## config.mk

```make
export PLATFORM = sky130hd
export DESIGN_NAME = serial_frame_rx
export DESIGN_NICKNAME = d
export VERILOG_FILES = /design/src/rtl/serial_frame_rx.sv
export SDC_FILE = /design/constraint.sdc
export NUM_CORES = 1
export LEC_CHECK = 0
export CAP_MARGIN = 20
export CORE_MARGIN = 1.5
export CORE_UTILIZATION = 29
export DETAILED_ROUTE_END_ITERATION = 7
export HOLD_SLACK_MARGIN = 0.15
export PLACE_DENSITY_LB_ADDON = 0.1
export REMOVE_ABC_BUFFERS = 1
export SYNTH_ARGS = -nofsm -noshare
export SYNTH_HDL_FRONTEND = slang
export SYNTH_SLANG_ARGS = --single-unit
```

## constraint.sdc

```tcl
create_clock -name clk -period 1.66 [get_ports clk]
set_input_delay 0.332 -clock clk [delete_from_list [all_inputs] [get_ports clk]]
set_output_delay 0.332 -clock clk [all_outputs]
set_load 0.005 [all_outputs]
```

## src/rtl/serial_frame_rx.sv

```systemverilog
// Serial frame receiver: start(0), DATA_W data bits LSB first, even parity, stop(1).
// Delivers the parallel word with a one-cycle valid strobe and counts good-stop frames.
module serial_frame_rx #(
    parameter int unsigned DATA_W = 8,
    parameter int unsigned CNT_W  = 8
) (
    input  logic              clk,
    input  logic              rst_n,
    input  logic              din,
    output logic [DATA_W-1:0] data_out,
    output logic              valid,
    output logic              parity_err,
    output logic              frame_err,
    output logic              busy,
    output logic [CNT_W-1:0]  frame_cnt
);

    localparam int unsigned IDX_W = (DATA_W > 2) ? $clog2(DATA_W) : 1;

    typedef enum logic [1:0] {IDLE, DATA, PARITY, STOP} state_t;

    state_t            state;
    logic [IDX_W-1:0]  idx;
    logic [DATA_W-1:0] shreg;
    logic              par_bit;

    always_ff @(posedge clk or negedge rst_n) begin
        if (!rst_n) begin
            state      <= IDLE;
            idx        <= '0;
            shreg      <= '0;
            par_bit    <= 1'b0;
            data_out   <= '0;
            valid      <= 1'b0;
            parity_err <= 1'b0;
            frame_err  <= 1'b0;
            busy       <= 1'b0;
            frame_cnt  <= '0;
        end else begin
            valid     <= 1'b0;
            frame_err <= 1'b0;
            case (state)
                IDLE: begin
                    if (!din) begin
                        state <= DATA;
                        idx   <= '0;
                        busy  <= 1'b1;
                    end
                end
                DATA: begin
                    shreg[idx] <= din;
                    if (idx == IDX_W'(DATA_W - 1)) begin
                        state <= PARITY;
                    end else begin
                        idx <= idx + 1'b1;
                    end
                end
                PARITY: begin
                    par_bit <= din;
                    state   <= STOP;
                end
                STOP: begin
                    // A zero stop bit is never reused as a start bit; IDLE waits for a later 0.
                    if (din) begin
                        data_out   <= shreg;
                        valid      <= 1'b1;
                        parity_err <= par_bit ^ (^shreg);
                        frame_cnt  <= frame_cnt + 1'b1;
                    end else begin
                        frame_err  <= 1'b1;
                    end
                    state <= IDLE;
                    busy  <= 1'b0;
                end
                default: begin
                    state <= IDLE;
                    busy  <= 1'b0;
                end
            endcase
        end
    end

endmodule

```

# ---- Yosys cells after proc, flatten, opt, wreduce, memory -nomap -nowiden
# Index checks and enable logic that the tools add are counted.
dict set report word_totals {
  input_bits 3
  output_inout_bits 20
  elab_cells 46
  reg_bits 34
}
dict set report classes {
  n_mux 15
  eq_ne 7
  reduce_logical 9
  addsub 2
  order_cmp 2
  n_bitwise 1
}
# op n
set op_table {}
lappend op_table {{$add A8 B1 Y8 const B} 1}
lappend op_table {{$bwmux W8} 1}
lappend op_table {{$pmux W2 S4} 1}
lappend op_table {{$reduce_xor A8 Y1} 1}
lappend op_table {{$mux W1} 6}
lappend op_table {{$mux W3} 2}
lappend op_table {{$ne A2 B2 Y1 const B} 3}
lappend op_table {{$pmux W3 S2} 1}
lappend op_table {{$reduce_and A2 Y1} 3}
lappend op_table {{$eq A2 B2 Y1 const B} 2}
lappend op_table {{$lt A3 B4 Y1 const B} 1}
lappend op_table {{$mux W2} 2}
lappend op_table {{$reduce_bool A2 Y1} 2}
lappend op_table {{$add A3 B1 Y3 const B} 1}
lappend op_table {{$demux W1 S3} 1}
lappend op_table {{$eq A3 B3 Y1 const B} 1}
lappend op_table {{$ge A3 B1 Y1 const B} 1}
lappend op_table {{$reduce_and A3 Y1} 1}
lappend op_table {{$eq A2 B1 Y1 const B} 1}
lappend op_table {{$logic_not A2 Y1} 1}
lappend op_table {{$pmux W1 S2} 1}
lappend op_table {{$logic_and A1 B1 Y1} 1}
lappend op_table {{$xor A1 B1 Y1} 1}

# ---- Depth between registers and ports, before layout
# Gate-level depths: netlist (run 1).
dict set report depth {
  depth_word 5
  depth_mapped 6
  ltp_nobuf 6
}

# ---- Worst setup path before layout (run 1)
# No wires, ideal clock.
dict set report synth_timing {
  kind {reg2reg}
  from {register state[1]}
  to {register shreg[0]}
  path_stages_with_launch 6
  t_arrival_ns 1.272
  n_path_buf 0
  period_less_slack_ns 1.400
  slack_ns 0.260
  setup_ns 0.128
  required_time_ns 1.532
  cell_sequence {dfrtp_1 > inv_1 > ha_1 > nand2b_1 > nor3_1 > mux2_1}
}
dict set report synth_between {
  elab_chain_cells 1
}
# item line
set synth_lines {}
lappend synth_lines {{start: declaration} 22} ;# state_t state;
lappend synth_lines {{start signal: assignment} 29} ;# state <= IDLE;
lappend synth_lines {{start signal: assignment} 45} ;# state <= DATA;
lappend synth_lines {{start signal: assignment} 53} ;# state <= PARITY;
lappend synth_lines {{$eq A2 B1 Y1} 42} ;# case (state)
lappend synth_lines {{end signal: indexed assignment} 51} ;# shreg[idx] <= din;
lappend synth_lines {{end: declaration} 24} ;# logic [DATA_W-1:0] shreg;
# No other way between the ends.
# A chain may end at the register's enable or synchronous reset.

# ---- Worst setup path in the final report (run 1)
dict set report layout_timing {
  from {register frame_cnt[3]}
  to {output port frame_cnt[3]}
}
# item line
set layout_rtl {}
lappend layout_rtl {{start: declaration} 15} ;# output logic [CNT_W-1:0] frame_cnt
lappend layout_rtl {{start signal: assignment} 68} ;# frame_cnt <= frame_cnt + 1'b1;
# No word-level cell between the ends.

==> results of run 1 <==
-- synth_stat cells --
master,count
sky130_fd_sc_hd__a21oi_1,2
sky130_fd_sc_hd__a22o_1,1
sky130_fd_sc_hd__inv_2,2
sky130_fd_sc_hd__clkbuf_1,2
sky130_fd_sc_hd__mux2_1,4
sky130_fd_sc_hd__xor2_1,4
sky130_fd_sc_hd__ha_1,8
sky130_fd_sc_hd__buf_2,1
sky130_fd_sc_hd__inv_1,4
sky130_fd_sc_hd__o32a_1,1
sky130_fd_sc_hd__a21o_1,2
sky130_fd_sc_hd__nor2_1,2
sky130_fd_sc_hd__nor2b_1,2
sky130_fd_sc_hd__nand3_1,1
sky130_fd_sc_hd__mux2_2,1
sky130_fd_sc_hd__a211oi_1,1
sky130_fd_sc_hd__xnor3_1,1
sky130_fd_sc_hd__nand4_1,4
sky130_fd_sc_hd__o21ai_0,3
sky130_fd_sc_hd__nand2_1,41
sky130_fd_sc_hd__o21ai_1,5
sky130_fd_sc_hd__nor3_1,4
sky130_fd_sc_hd__and3_1,1
sky130_fd_sc_hd__nand2b_1,1
sky130_fd_sc_hd__xnor2_1,9
sky130_fd_sc_hd__dfrtp_1,34
sky130_fd_sc_hd__or3_1,3
sky130_fd_sc_hd__mux2i_1,2
-- final cells by class --
| class | instances | area (um2) | area share |
|---|---|---|---|
| inverters | 6 | 22.5 | 0.0113 |
| repair buffers | 28 | 265 | 0.133 |
| flip-flops and latches | 34 | 851 | 0.428 |
| multi-input cells | 103 | 672 | 0.338 |
| well taps | 70 | 87.6 | 0.0440 |
| clock buffers | 7 | 86.3 | 0.0434 |
| clock inverters | 1 | 5.00 | 0.00252 |
-- per-layer routing --
metal	wire, um	part of all wire
met3	107	0.036
met4	29	0.0097
met1	1460	0.49
met2	1380	0.46
met5	0	0
-- path summary, 6_finish.rpt --
check | end | slack (ns) | cells past startpoint
worst max register to register | shreg[2]$_DFFE_PN0P_ | 0.11 | 5
worst min-delay path | frame_cnt[4]$_DFFE_PN0P_ | 0.46 | 2
min in group clk | data_out[2]$_DFFE_PN0P_ | 0.47 | 2
max in group asynchronous | data_out[1]$_DFFE_PN0P_ | 0.88 | 2
worst min register to register | data_out[2]$_DFFE_PN0P_ | 0.47 | 2
worst max-delay path | frame_cnt[3] | 0.07 | 1
-- through the flow --
step / instance area, um2 / setup WS [ns] / utilization / hold WS, ns
floorplan: 1530 / 0.131 / - / 0.0364
global placement: 1890 / 0.0569 / 0.369 / 0.458
detailed placement: 1890 / -0.0364 / 0.369 / 0.461
CTS: 1980 / 0.0460 / 0.387 / 0.467
global route: 1990 / 0.00964 / 0.390 / 0.505
finish: 1990 / 0.0680 / 0.390 / 0.460
-- logic make-up after synthesis --
group	after synthesis	synth area share
AO/OA/AOI/OAI	15	0.0591
multiplexers	7	0.0494
XOR/XNOR	14	0.0883
buffers and inverters	9	0.0227
flip-flops	34	0.551
adder cells (fa/ha/maj)	8	0.0648
AND/OR/NAND/NOR	59	0.165
-- flip-flops by register name, indices dropped and copies added, names as in the netlist --
register / flops
par_bit: 1
idx: 3
valid: 1
frame_cnt: 8
frame_err: 1
busy: 1
state: 2
shreg: 8
parity_err: 1
data_out: 8
-- power groups by stage --
stage,Combinational [uW],Clock [uW],Sequential (uW)
5_1_grt,1700,677,1500
3_5_place_dp,1520,0,1460
3_3_place_gp,1500,0,1440
4_1_cts,1530,655,1440
6_report,1510,615,1440
2_1_floorplan,930,0,1410
==> results list, run 1 <==
- Across the run, the number of max-cap violations was 0.
- Cell Int Power: 2370 uW
- Unrepaired setup endpoints after global routing: false
* Row Count: 26
- Count of filler cells inserted in the layout: 536
- Post-Route WL: 2980 um
- Summed over all cells, the static leakage comes to 0.000939 uW.
- The initial antenna violation count came to 0.
* Setup fix buffers added after clock tree synthesis: 0
* Remaining design rule violation count: 0
- After detailed routing, the average wire length per cell comes to 11.9 um.
* Dpl hpwl: 2220 um
- Net switching power figure: 1190 uW
* Crit. End Element: primary output
- Global routing met2 resource utilization: 0.186
* Design Power: 3560 uW
* Combinational cell fraction of total power: 0.424
- Overall overflow remaining after global route: 0
- The number of clock buffers added by TritonCTS is 5.
- Walking the worst path, the cells encountered are clkdlybuf4s50_1.
* Resized cells post-CTS: 0
- Synth top area cells: sky130_fd_sc_hd__dfrtp_1, sky130_fd_sc_hd__nand2_1, sky130_fd_sc_hd__ha_1, sky130_fd_sc_hd__xnor2_1, sky130_fd_sc_hd__mux2_1
- Post-synthesis area per instance: 10.6 um2
* Clock share of power: 0.173
- Run status: complete, no violations
- Clock tree sinks: 34
* Maximum cell stage delay along the critical path: 0.54 ns
* Final-report setup violation count: 0
- Critical Setup Path Class: reg -> out
* Detailed-routing iteration count for the pre-antenna-repair pass: 4
- The clock passes through at most 2 buffers.
- Buffers plus inverters on the worst setup path: 1
- Synth Warn #: 0
- From bottom edge to top edge, the die measures 76.0 um.
- Core area: 0.00511 mm2
- Counting every instance in the synthesized netlist gives 146.
* Worst relative slew slack: 0.706
- In this run the worst setup path begins at frame_cnt[3]$_DFFE_PN0P_.
- In the final layout, the share of cells above drive strength 1 is 0.106.
- Remaining number of nets flagged by the antenna check after routing: 0
* Final sum of negative setup slack: 0 ns
- The synthesized netlist occupies a cell area of 0.00155 mm2.
- In this run, synthesis produced a sequential element count of 34.
- The repair_antennas step left the layout with diodes totalling 0.
- Initial DRC count: 74
- Largest vdd supply drop: 0.811 mV
- Tot GR Track Use: 0.117
- In the routed layout, each cell is associated on average with a via count of 4.38.
* Maximum clock frequency: 628 MHz
- The count of cells in the finished layout, fillers not included, comes to 249.
- Including well taps, the total number of placed cells is 241.
- The tightest min-delay check is of the in -> async type.
- Broken down by cell family, the worst path's largest delay share belongs to buffers and inverters.
- Pwr per Cell Area: 1790 mW/mm2
- Peak-usage layer in the global routing report: met2
- Clock slew at reported path FFs: 0.07 ns
* Final GP Congestion: 0.776
- R2R Path Start: state[1]$_DFFE_PN0P_
* I/O pin count: 23
* Slew at the pin with the worst max-slew slack: 0.442 ns
- The detailed router placed 1091 vias in this run.
- The largest individual stage delay along the critical path comes from the cell sky130_fd_sc_hd__clkdlybuf4s50_1.
- The clock arrives with 0.00585 ns of skew.
- Along the worst path, the maximum fanout reaches 6.
- Of the synthesized area, sequential elements account for 0.551.
* Fraction of met1 tracks used by global routing: 0.151
- Entering global routing, the biggest net connects 35 pins.
- In this run the horizontal extent of the chip is 76.0 um.
- The share of synthesized area in the top cell type comes to 0.551.
- The final hold violation count was 0.
- Tcrit/Tclk final: 0.959
* Commonest cells after routing, fill and taps aside: sky130_fd_sc_hd__nand2_1, sky130_fd_sc_hd__dfrtp_1, sky130_fd_sc_hd__clkdlybuf4s50_1
* Final Max Tran Viols: 0
- Effective utilization at floorplan: 0.303
- The synthesized design spends more area on one cell type than any other, namely sky130_fd_sc_hd__dfrtp_1.
* CTS tree: done
- Min Clock Period, post-route: 1.59 ns
- CTS Root Buffer Type: sky130_fd_sc_hd__clkbuf_8
- Data on the critical path arrives at its endpoint at 1.26 ns.
* Insertion delay of the later-clocked pin in the worst-skew pair: 0.28 ns
- Power share of the sequential group: 0.403
- The floorplan step defined a die boundary enclosing 0.00578 mm2.
- From synthesis to final layout, the design area changed by 28.7%.
* Max H-tree Level: 2
- The library cell used most frequently in the layout, excluding fill and tap cells, is sky130_fd_sc_hd__nand2_1.
- Number of unique standard cell types used by synthesis: 28
- Data required time of the critical path: 1.33 ns
* Kind of launch point of the worst setup path: flop
- Number of global-route vias before repair: 1128
- Count of nets after finishing: 189
- Post-CTS Hold Buffers: 0
* Port Buffer Count: 22
- In the global route stage, met3 resource usage came out at 0.0347.
* Switching share of power: 0.335
- Wire length of the first global-routing pass: 5340 um
(Power assumes the default switching activity.)
==> run 2: changes to the inputs <==
- MAX_ROUTING_LAYER: unset -> met4
- SLEW_MARGIN: unset -> 20
==> results of run 2 <==
Same layout as run 1: the final DEF is identical, and so are final timing and power.
Main changes from that run: final weighted congestion in routability-driven placement 0.776 -> 0.786; overall routing resource usage 0.117 -> 0.121; violation count after the first detailed-route iteration 74 -> 75
